--- src/rtl/uart_frame_pkg.sv ---
// Shared types and constants for the UART frame parser: FSM states, error codes, default sync bytes.
package uart_frame_pkg;

    typedef enum logic [2:0] {
        IDLE,
        H1,
        LEN,
        PAY,
        CHK
    } state_t;

    localparam logic [1:0] ERR_NONE = 2'd0;
    localparam logic [1:0] ERR_CHK  = 2'd1;
    localparam logic [1:0] ERR_PAR  = 2'd2;
    localparam logic [1:0] ERR_LEN  = 2'd3;

    localparam logic [7:0] DEFAULT_HEAD0 = 8'h55;
    localparam logic [7:0] DEFAULT_HEAD1 = 8'hAA;

endpackage

--- src/rtl/uart_frame_parser_if.sv ---
// Byte-wide AXI-Stream bundle; master drives data/valid/last/user, slave drives ready.
interface uart_frame_parser_if;
    logic [7:0] tdata;
    logic       tvalid;
    logic       tready;
    logic       tlast;
    logic       tuser;

    modport master (output tdata, output tvalid, output tlast, output tuser, input tready);
    modport slave  (input tdata, input tvalid, input tlast, input tuser, output tready);
endinterface

--- src/rtl/axis_out_reg.sv ---
// Single-entry AXI-Stream output register; a drain and a new load may share a cycle.
module axis_out_reg (
    input  logic       clk,
    input  logic       rst_n,
    input  logic       load,
    input  logic [7:0] load_data,
    input  logic       load_last,
    input  logic       load_user,
    input  logic       tready,
    output logic [7:0] tdata,
    output logic       tvalid,
    output logic       tlast,
    output logic       tuser,
    output logic       free
);

    logic [7:0] data_reg;
    logic       valid_reg;
    logic       last_reg;
    logic       user_reg;

    always_ff @(posedge clk or negedge rst_n) begin
        if (!rst_n) begin
            data_reg  <= 8'h00;
            valid_reg <= 1'b0;
            last_reg  <= 1'b0;
            user_reg  <= 1'b0;
        end else if (load) begin
            data_reg  <= load_data;
            valid_reg <= 1'b1;
            last_reg  <= load_last;
            user_reg  <= load_user;
        end else if (tready) begin
            valid_reg <= 1'b0;
        end
    end

    // Free means a load this cycle cannot overwrite an un-accepted byte.
    assign free   = !valid_reg || tready;
    assign tdata  = data_reg;
    assign tvalid = valid_reg;
    assign tlast  = last_reg;
    assign tuser  = user_reg;

endmodule

--- src/rtl/uart_frame_parser.sv ---
// Assembles UART bytes into HEAD0 HEAD1 LEN payload CHK frames and forwards the payload.
// Optional inter-byte timeout abort is enabled by defining UART_FRAME_TIMEOUT_EN.
module uart_frame_parser
    import uart_frame_pkg::*;
#(
    parameter logic [7:0] HEAD0          = DEFAULT_HEAD0,
    parameter logic [7:0] HEAD1          = DEFAULT_HEAD1,
    parameter int         MAX_LEN        = 64,
    parameter int         TIMEOUT_CYCLES = 5_000_000
) (
    input  logic                        clk,
    input  logic                        rst_n,
    uart_frame_parser_if.slave          s_axis,
    uart_frame_parser_if.master         m_axis,
    output logic                        frame_done,
    output logic                        frame_err,
    output logic [1:0]                  err_code
);

    localparam logic [7:0] MAX_LEN_B = 8'(MAX_LEN);

    state_t     state_reg;
    logic       run_reg;
    logic [7:0] cnt_reg;
    logic [7:0] acc_reg;
    logic [7:0] hold_reg;
    logic       sticky_reg;
    logic       frame_done_reg;
    logic       frame_err_reg;
    logic [1:0] err_code_reg;

    logic       out_free;
    logic       s_ready;
    logic       xfer;
    logic       chk_bad;
    logic       abort;
    logic       abort_emit;
    logic       load;
    logic [7:0] load_data;
    logic       load_last;
    logic       load_user;

    // Upstream tlast carries no meaning for a UART byte stream.
    logic unused_s_tlast;
    assign unused_s_tlast = s_axis.tlast;

    // run_reg keeps tready low while reset is asserted.
    always_comb begin
        s_ready = 1'b0;
        if (run_reg) begin
            case (state_reg)
                PAY, CHK: s_ready = out_free;
                default:  s_ready = 1'b1;
            endcase
        end
    end

    assign s_axis.tready = s_ready;
    assign xfer          = s_axis.tvalid && s_ready;
    assign chk_bad       = sticky_reg || s_axis.tuser || (acc_reg != s_axis.tdata);

`ifdef UART_FRAME_TIMEOUT_EN
    localparam logic [31:0] TO_LAST = 32'(TIMEOUT_CYCLES - 1);

    logic [31:0] idle_cnt_reg;
    logic        emitted_reg;

    always_ff @(posedge clk or negedge rst_n) begin
        if (!rst_n) begin
            idle_cnt_reg <= 32'd0;
        end else if (state_reg == IDLE || xfer) begin
            idle_cnt_reg <= 32'd0;
        end else if (idle_cnt_reg != TO_LAST) begin
            idle_cnt_reg <= idle_cnt_reg + 32'd1;
        end
    end

    // Tracks whether the downstream has seen an open frame that must be closed on abort.
    always_ff @(posedge clk or negedge rst_n) begin
        if (!rst_n) begin
            emitted_reg <= 1'b0;
        end else if (state_reg == LEN && xfer) begin
            emitted_reg <= 1'b0;
        end else if (load && !load_last) begin
            emitted_reg <= 1'b1;
        end
    end

    // Abort waits for a free output register so the closing byte can always be loaded.
    assign abort      = run_reg && (state_reg != IDLE) && (idle_cnt_reg == TO_LAST)
                        && !xfer && out_free;
    assign abort_emit = abort && emitted_reg;
`else
    localparam int unused_timeout_cycles = TIMEOUT_CYCLES;

    assign abort      = 1'b0;
    assign abort_emit = 1'b0;
`endif

    always_comb begin
        load      = 1'b0;
        load_data = s_axis.tdata;
        load_last = 1'b0;
        load_user = 1'b0;
        if (abort) begin
            load      = abort_emit;
            load_data = 8'h00;
            load_last = 1'b1;
            load_user = 1'b1;
        end else if (xfer && state_reg == PAY && cnt_reg != 8'd1) begin
            load = 1'b1;
        end else if (xfer && state_reg == CHK) begin
            load      = 1'b1;
            load_data = hold_reg;
            load_last = 1'b1;
            load_user = chk_bad;
        end
    end

    always_ff @(posedge clk or negedge rst_n) begin
        if (!rst_n) begin
            state_reg      <= IDLE;
            run_reg        <= 1'b0;
            cnt_reg        <= 8'd0;
            acc_reg        <= 8'd0;
            hold_reg       <= 8'd0;
            sticky_reg     <= 1'b0;
            frame_done_reg <= 1'b0;
            frame_err_reg  <= 1'b0;
            err_code_reg   <= ERR_NONE;
        end else begin
            run_reg        <= 1'b1;
            frame_done_reg <= 1'b0;
            frame_err_reg  <= 1'b0;
            if (abort) begin
                state_reg     <= IDLE;
                frame_err_reg <= 1'b1;
                err_code_reg  <= ERR_LEN;
            end else if (xfer) begin
                case (state_reg)
                    IDLE: begin
                        if (!s_axis.tuser && s_axis.tdata == HEAD0) state_reg <= H1;
                    end
                    H1: begin
                        if (s_axis.tuser)                state_reg <= IDLE;
                        else if (s_axis.tdata == HEAD1)  state_reg <= LEN;
                        else if (s_axis.tdata == HEAD0)  state_reg <= H1;
                        else                             state_reg <= IDLE;
                    end
                    LEN: begin
                        if (s_axis.tdata == 8'd0 || s_axis.tdata > MAX_LEN_B) begin
                            state_reg     <= IDLE;
                            frame_err_reg <= 1'b1;
                            err_code_reg  <= ERR_LEN;
                        end else begin
                            cnt_reg    <= s_axis.tdata;
                            acc_reg    <= s_axis.tdata;
                            sticky_reg <= s_axis.tuser;
                            state_reg  <= PAY;
                        end
                    end
                    PAY: begin
                        acc_reg    <= acc_reg ^ s_axis.tdata;
                        sticky_reg <= sticky_reg | s_axis.tuser;
                        cnt_reg    <= cnt_reg - 8'd1;
                        // The final byte waits for CHK so its tuser can carry the verdict.
                        if (cnt_reg == 8'd1) begin
                            hold_reg  <= s_axis.tdata;
                            state_reg <= CHK;
                        end
                    end
                    CHK: begin
                        frame_done_reg <= 1'b1;
                        frame_err_reg  <= chk_bad;
                        if (sticky_reg || s_axis.tuser)     err_code_reg <= ERR_PAR;
                        else if (acc_reg != s_axis.tdata)   err_code_reg <= ERR_CHK;
                        else                                err_code_reg <= ERR_NONE;
                        state_reg <= IDLE;
                    end
                    default: state_reg <= IDLE;
                endcase
            end
        end
    end

    axis_out_reg u_out_reg (
        .clk       (clk),
        .rst_n     (rst_n),
        .load      (load),
        .load_data (load_data),
        .load_last (load_last),
        .load_user (load_user),
        .tready    (m_axis.tready),
        .tdata     (m_axis.tdata),
        .tvalid    (m_axis.tvalid),
        .tlast     (m_axis.tlast),
        .tuser     (m_axis.tuser),
        .free      (out_free)
    );

    assign frame_done = frame_done_reg;
    assign frame_err  = frame_err_reg;
    assign err_code   = err_code_reg;

endmodule

--- src/flat_wrapper.sv ---
// flat-port wrapper written by rule: the top's interface ports become plain ports
module uart_frame_parser_flat import uart_frame_pkg::*;
#(
    parameter logic [7:0] HEAD0          = DEFAULT_HEAD0,
    parameter logic [7:0] HEAD1          = DEFAULT_HEAD1,
    parameter int         MAX_LEN        = 64,
    parameter int         TIMEOUT_CYCLES = 5_000_000
)
  (clk, rst_n, frame_done, frame_err, err_code, s_axis_tdata, s_axis_tvalid, s_axis_tlast, s_axis_tuser, s_axis_tready, m_axis_tdata, m_axis_tvalid, m_axis_tlast, m_axis_tuser, m_axis_tready);
  uart_frame_parser_if s_axis_i ();
  uart_frame_parser_if m_axis_i ();
  input  logic clk;
  input  logic rst_n;
  output logic frame_done;
  output logic frame_err;
  output logic [1:0] err_code;
  input wire logic [$bits(s_axis_i.tdata)-1:0] s_axis_tdata;
  input wire logic [$bits(s_axis_i.tvalid)-1:0] s_axis_tvalid;
  input wire logic [$bits(s_axis_i.tlast)-1:0] s_axis_tlast;
  input wire logic [$bits(s_axis_i.tuser)-1:0] s_axis_tuser;
  output wire logic [$bits(s_axis_i.tready)-1:0] s_axis_tready;
  output wire logic [$bits(m_axis_i.tdata)-1:0] m_axis_tdata;
  output wire logic [$bits(m_axis_i.tvalid)-1:0] m_axis_tvalid;
  output wire logic [$bits(m_axis_i.tlast)-1:0] m_axis_tlast;
  output wire logic [$bits(m_axis_i.tuser)-1:0] m_axis_tuser;
  input wire logic [$bits(m_axis_i.tready)-1:0] m_axis_tready;
  assign s_axis_i.tdata = s_axis_tdata;
  assign s_axis_i.tvalid = s_axis_tvalid;
  assign s_axis_i.tlast = s_axis_tlast;
  assign s_axis_i.tuser = s_axis_tuser;
  assign s_axis_tready = s_axis_i.tready;
  assign m_axis_tdata = m_axis_i.tdata;
  assign m_axis_tvalid = m_axis_i.tvalid;
  assign m_axis_tlast = m_axis_i.tlast;
  assign m_axis_tuser = m_axis_i.tuser;
  assign m_axis_i.tready = m_axis_tready;
  uart_frame_parser #(.HEAD0(HEAD0), .HEAD1(HEAD1), .MAX_LEN(MAX_LEN), .TIMEOUT_CYCLES(TIMEOUT_CYCLES)) u_core (.clk(clk), .rst_n(rst_n), .s_axis(s_axis_i), .m_axis(m_axis_i), .frame_done(frame_done), .frame_err(frame_err), .err_code(err_code));
endmodule
--- config.mk ---
export PLATFORM = sky130hd
export DESIGN_NAME = uart_frame_parser_flat
export DESIGN_NICKNAME = d
export VERILOG_FILES = /design/src/rtl/uart_frame_pkg.sv /design/src/rtl/uart_frame_parser_if.sv /design/src/rtl/axis_out_reg.sv /design/src/rtl/uart_frame_parser.sv /design/src/flat_wrapper.sv
export SDC_FILE = /design/constraint.sdc
export NUM_CORES = 1
export LEC_CHECK = 0
export ABC_AREA = 1
export BUFFER_PORTS_ARGS = -buffer_cell sky130_fd_sc_hd__buf_2
export CORE_MARGIN = 3
export CORE_UTILIZATION = 55
export DETAILED_ROUTE_END_ITERATION = 10
export HOLD_SLACK_MARGIN = 0.06
export PLACE_DENSITY = 0.76
export SYNTH_ARGS = -nofsm -noshare
export SYNTH_HDL_FRONTEND = slang
export SYNTH_SLANG_ARGS = --single-unit
--- constraint.sdc ---
create_clock -name clk -period 2.2 [get_ports clk]
set_clock_uncertainty 0.15 [all_clocks]
set_input_delay 0.44 -clock clk [delete_from_list [all_inputs] [get_ports clk]]
set_output_delay 0.44 -clock clk [all_outputs]
set_load 0.02 [all_outputs]
[Word-level counts from Yosys, hierarchy flattened]
Index checks and enable logic that the tools add are counted.
Storage, ports and cells
  input port bits: 14
  latch bits: 0
  bits in writable memories: 0
  ROM bits: 0
  output and inout port bits: 16
  memories: 0
  register bits: 44
Operators by class
  equality and inequality tests: 13
  bitwise gates (word level): 2
  reduce and logical (&&, ||, !) cells: 21
  $mul: 0
  div/mod/pow operators: 0
  $add $sub $neg: 1
  shift-type cells: 0
  $lt $le $gt $ge: 1
  multiplexer cells: 32
Operators by type and width (number)
  case mux 8 bit (2 select lines): 2
  two-way mux 8 bit: 3
  two-way mux 1 bit: 16
  two-way mux 3 bit: 4
  case mux 3 bit (4 select lines): 1
  AND reduction 3 bit: 4
  equality test 8 x 1 -> 1 bit (second input constant): 1
  equality test 8 x 7 -> 1 bit (second input constant): 1
  equality test 8 bit (second input constant): 1
  greater-than comparator 8 x 7 -> 1 bit (second input constant): 1
  logical NOT 8 bit: 1
  != test 8 x 1 -> 1 bit (second input constant): 1
  != test 8 bit: 1
  subtractor 8 x 1 -> 8 bit (second input constant): 1
  bitwise XOR 8 bit: 1
  equality test 3 x 2 -> 1 bit (second input constant): 2
  two-way mux 2 bit: 3
  nonzero test 2 bit: 3
  logical AND 1 bit: 5
  logical OR 1 bit: 4
  != test 2 x 1 -> 1 bit (second input constant): 2
  != test 2 bit (second input constant): 2
  case mux 1 bit (2 select lines): 2
  case mux 2 bit (2 select lines): 1
  other kinds (6): 7

[Depth between registers and ports, before layout]
  word-level depth: 9
  gate-level depth with buffers: 11

[Hierarchy]
Synthesis repeated with hierarchy kept, for this count alone.
Second synthesis, totals
  cell total of the unflattened synthesis: 353
  area, all modules: 2498.6 um^2
By module, submodules not included
  uart_frame_parser: cells each 306, times used 1, area an instance 2077.0 um^2, seq. area each 825.8 um^2
  axis_out_reg: cells each 47, times used 1, area an instance 421.7 um^2, seq. area each 275.3 um^2

[Worst setup path after synthesis]
Ideal clock, no wire load.
  path kind: register -> output
  start point: register u_core.state_reg[1]
  end point: output port s_axis_tready
  buffers on the path: 0
  slack: 0.501 ns
  stages on the path, launching flop included: 5
  data required time: 1.610 ns
  arrival time: 1.109 ns
  cell sequence: dfrtp_1 nor2_2 nand2_4 nand2_2 a21boi_0
On the way
  cells in the longest elaborated chain, start to end: 4
  elaborated cells between the ends (all ways): 5
  those cells by class: eq/ne (2); mux (2); reduce/logical (1)
Ends and longest elaborated chain
  start: declaration: RTL line uart_frame_parser.sv:22  | state_t state_reg;
  start signal: assignment: RTL line uart_frame_parser.sv:122  | state_reg <= IDLE;
  start signal: assignment: RTL line uart_frame_parser.sv:136  | state_reg <= IDLE;
  start signal: assignment: RTL line uart_frame_parser.sv:142  | if (!s_axis.tuser && s_axis.tdata == HEAD0) state_reg <= H1;
  equality test 3 bit / equality test 3 x 2 -> 1 bit (equally long branches): RTL line uart_frame_parser.sv:51  | case (state_reg)
  OR reduction 2 bit *: RTL line uart_frame_parser.sv:51
  two-way mux 1 bit *: RTL line uart_frame_parser.sv:51
  two-way mux 1 bit *: RTL line uart_frame_parser.sv:50  | if (run_reg) begin
  end: declaration: RTL line flat_wrapper.sv:21  | output wire logic [$bits(s_axis_i.tready)-1:0] s_axis_tready;
Mark *: on every way between the ends. The rest lies on a longest branch, timed or not.

[Final worst setup path]
Ends and elaborated chain as after synthesis.

==> summary.md <==
| Metric | Value |
|---|---|
| Status | finished clean |
| PwrDens | around 740 nW/um^2 |
| Synth area leader | dfrtp_1 |
| Post-CTS resize count | 0 |
| Final hold violation count | 0 |
| Largest net degree at the start of global routing | 24 |
| Final TNS setup | 0 ns |
| Fillers | 419 |
| WL per Instance | 12.6 um |
| Nets | between 400 and 500 |
| I/O Pins | 30 |
| ANT nets after route | 0 |
| GPL Wtd Cong | 0.892 |
| Core box area | about 4400 sq um |
| Worst Setup End Kind | output port |
| Die height | between 70 and 80 um |
| RSZ-0062 raised after global routing | false |
| Max Root-Sink Buffers | 2 |
| Final Core Density | about two thirds |
| Max IR drop VDD | 0.341 mV |
| ANT cells | 0 |
| Initial antenna violation count | 0 |
| Initial core utilization | approximately three fifths |
| Setup CP Type | register to output port |
| Worst slack, placed | between 0.2 and 0.3 ns |
| Worst-case hold slack | 0.264 ns |
| CTS buffer count | 5 |
| Sink Count | 44 |
| Drt pass-1 iters | 4 |
| Netlist cell types | 30 |
| Syn Inst Count | 372 |
| Avg Cell Area, Syn | between 6 and 7 sq um |
| Total wire length | slightly below 6000 um |
| Post-synthesis sequential area ratio | a little over two fifths |
| Fin crit period | 2.01 ns |
| Remaining Overflow, GRT | 0 |
| Clock-pin slew on the worst setup and hold paths | 0.08 ns |
| CTS tree | yes |
| Hold Path Class | input port to register |
| Syn_nets | 388 |
| Area grow syn2layout | 13.8% |
| P_leak | about 0.0017 uW |
| # setup viols final | 0 |
| Area contributors post-synth | dfrtp_1 43%, nand2_1 23%, nand3_1 6.6% |
| Clk Latency, worst-skew pair | approximately 0.3 ns |
| Mapped Area | around 2600 sq um |
| Worst endpoint required time | 1.61 ns |
| Max-Cap Viols | 0 |
| Setup ws final | about 0.19 ns |
| DP Area | 2830 sq um |
| Flop2flop setup slack | between 0.3 and 0.4 ns |
| Fraction of layout instances using a drive strength above 1 | 15.5% |
| Yosys synthesis warning count | 0 |
| Via density | 5.18 |
| Top cell type's share of synthesized area | 42.6% |
| Die area | 5560 sq um |
| Worst EP arrival | between 1 and 1.5 ns |
| Starting DRT DRC Count | around 180 |
| Total GRT Usage | 23.1% |
| Yosys reg bits | between 40 and 50 |
| Port Buf Inserts | 28 |
| Via Count | between 2000 and 2500 |
| Htree depth | 2 |
| DRC Markers | 0 |
| Maximum fanout along the worst path | 6 |
| Vias in the first global route | ~2200 |
| Die W | roughly 75 um |
| Root Driver | clkbuf_8 |
| Pins Over Slew Limit | 0 |
| Number of core rows | 24 |
| Post-Layout Inst Area | 2940 sq um |
| Post-DP HPWL | 4410 um |
| Fin crit share | 91.6% |
| Element type at the critical path start | register |
| Global-route wire length before repair | 9890 um |
| Max Freq | 496 MHz |
## worst max-delay path: stages, from the launching register on
cell      delay [ns]
dfrtp_1         0.47
nor2_2          0.08
nand2_4         0.09
nand2_2         0.07
a21boi_0        0.21
buf_2           0.21
## report_power, final
group | switching, uW | internal [uW] | leakage, uW | total, uW
Combinational | 375 | 188 | 0.00108 | 563
Sequential | 68.8 | 934 | 0.000550 | 1000
Clock | 271 | 337 | 0.0000552 | 609
## synthesized netlist by cell type, drive strengths merged
| library cell | count |
|---|---|
| and2 | 1 |
| conb | 1 |
| xnor2 | 2 |
| a21oi | 2 |
| nand4 | 6 |
| nor2 | 28 |
| dfrtp | 44 |
| o21ai | 34 |
| nand2 | 161 |
| nand3 | 36 |
| o21bai | 1 |
| inv | 44 |
| clkbuf | 2 |
| a21boi | 1 |
| buf | 6 |
| ha | 2 |
| nor3 | 1 |
## layer usage
layer	track usage (%)	wire length (um)	vias to the layer above
li1	-	-	1242
met1	29.5	2660	1101
met2	38.6	2830	55
met3	4.86	257	10
met4	7.91	102	0
met5	0	0	-
## layout by cell type, fill, tap and decap left out, types with 2 or more instances in the layout
master    instances
nand2_1         156
inv_2             2
nand2_4           2
buf_4            12
nand2_2           3
nor2_2            2
nand3_1          34
inv_1            41
clkbuf_8          5
ha_1              2
dfrtp_1          44
xnor2_1           2
buf_2            28
nand4_1           5
nor2_1           24
o21ai_0          33
## through the flow
step / instances / total power, uW
2_1_floorplan: 372 / 1370
3_3_place_gp: 456 / 1570
3_5_place_dp: 456 / 1580
4_1_cts: 465 / 2190
5_1_grt: 465 / 2320
6_report: 465 / 2170
## logic make-up after synthesis
kind of cell | count (synthesis) | share of synthesized area (%)
flops | 44 | 42.6
fa+ha+maj | 2 | 0.967
xor+xnor | 2 | 0.677
simple gates | 233 | 39.2
buf+inv | 52 | 8.66
other cells | 1 | 0.145
compound gates | 38 | 7.83
## final cells by class
cell class	instances	area [sq um]	area share (%)
tap	52	65.1	2.21
sequential	44	1100	37.4
inverter	44	168	5.69
clock buffer	6	72.6	2.46
timing repair buffer	41	240	8.16
multi-input combinational	276	1260	42.9
clock inverter	2	35.0	1.19
## path summary, 6_finish.rpt
path,startpoint,end,cells after the start
max,u_core.state_reg[1],s_axis_tready,5
min,s_axis_tuser,u_core.sticky_reg,3
max reg2reg,u_core.state_reg[2],u_core.hold_reg[7],7
max in group asynchronous,rst_n,u_core.acc_reg[4],3
min reg2reg,u_core.u_out_reg.tdata[6],u_core.u_out_reg.tdata[6],2
min in group asynchronous,rst_n,u_core.hold_reg[4],2
## repair_timing
action	in CTS	in global routing
hold buffers	1	0
hold endpoints to repair	21	0
buffers inserted	0	0
Note: power is estimated with default switching activity, not from simulation.
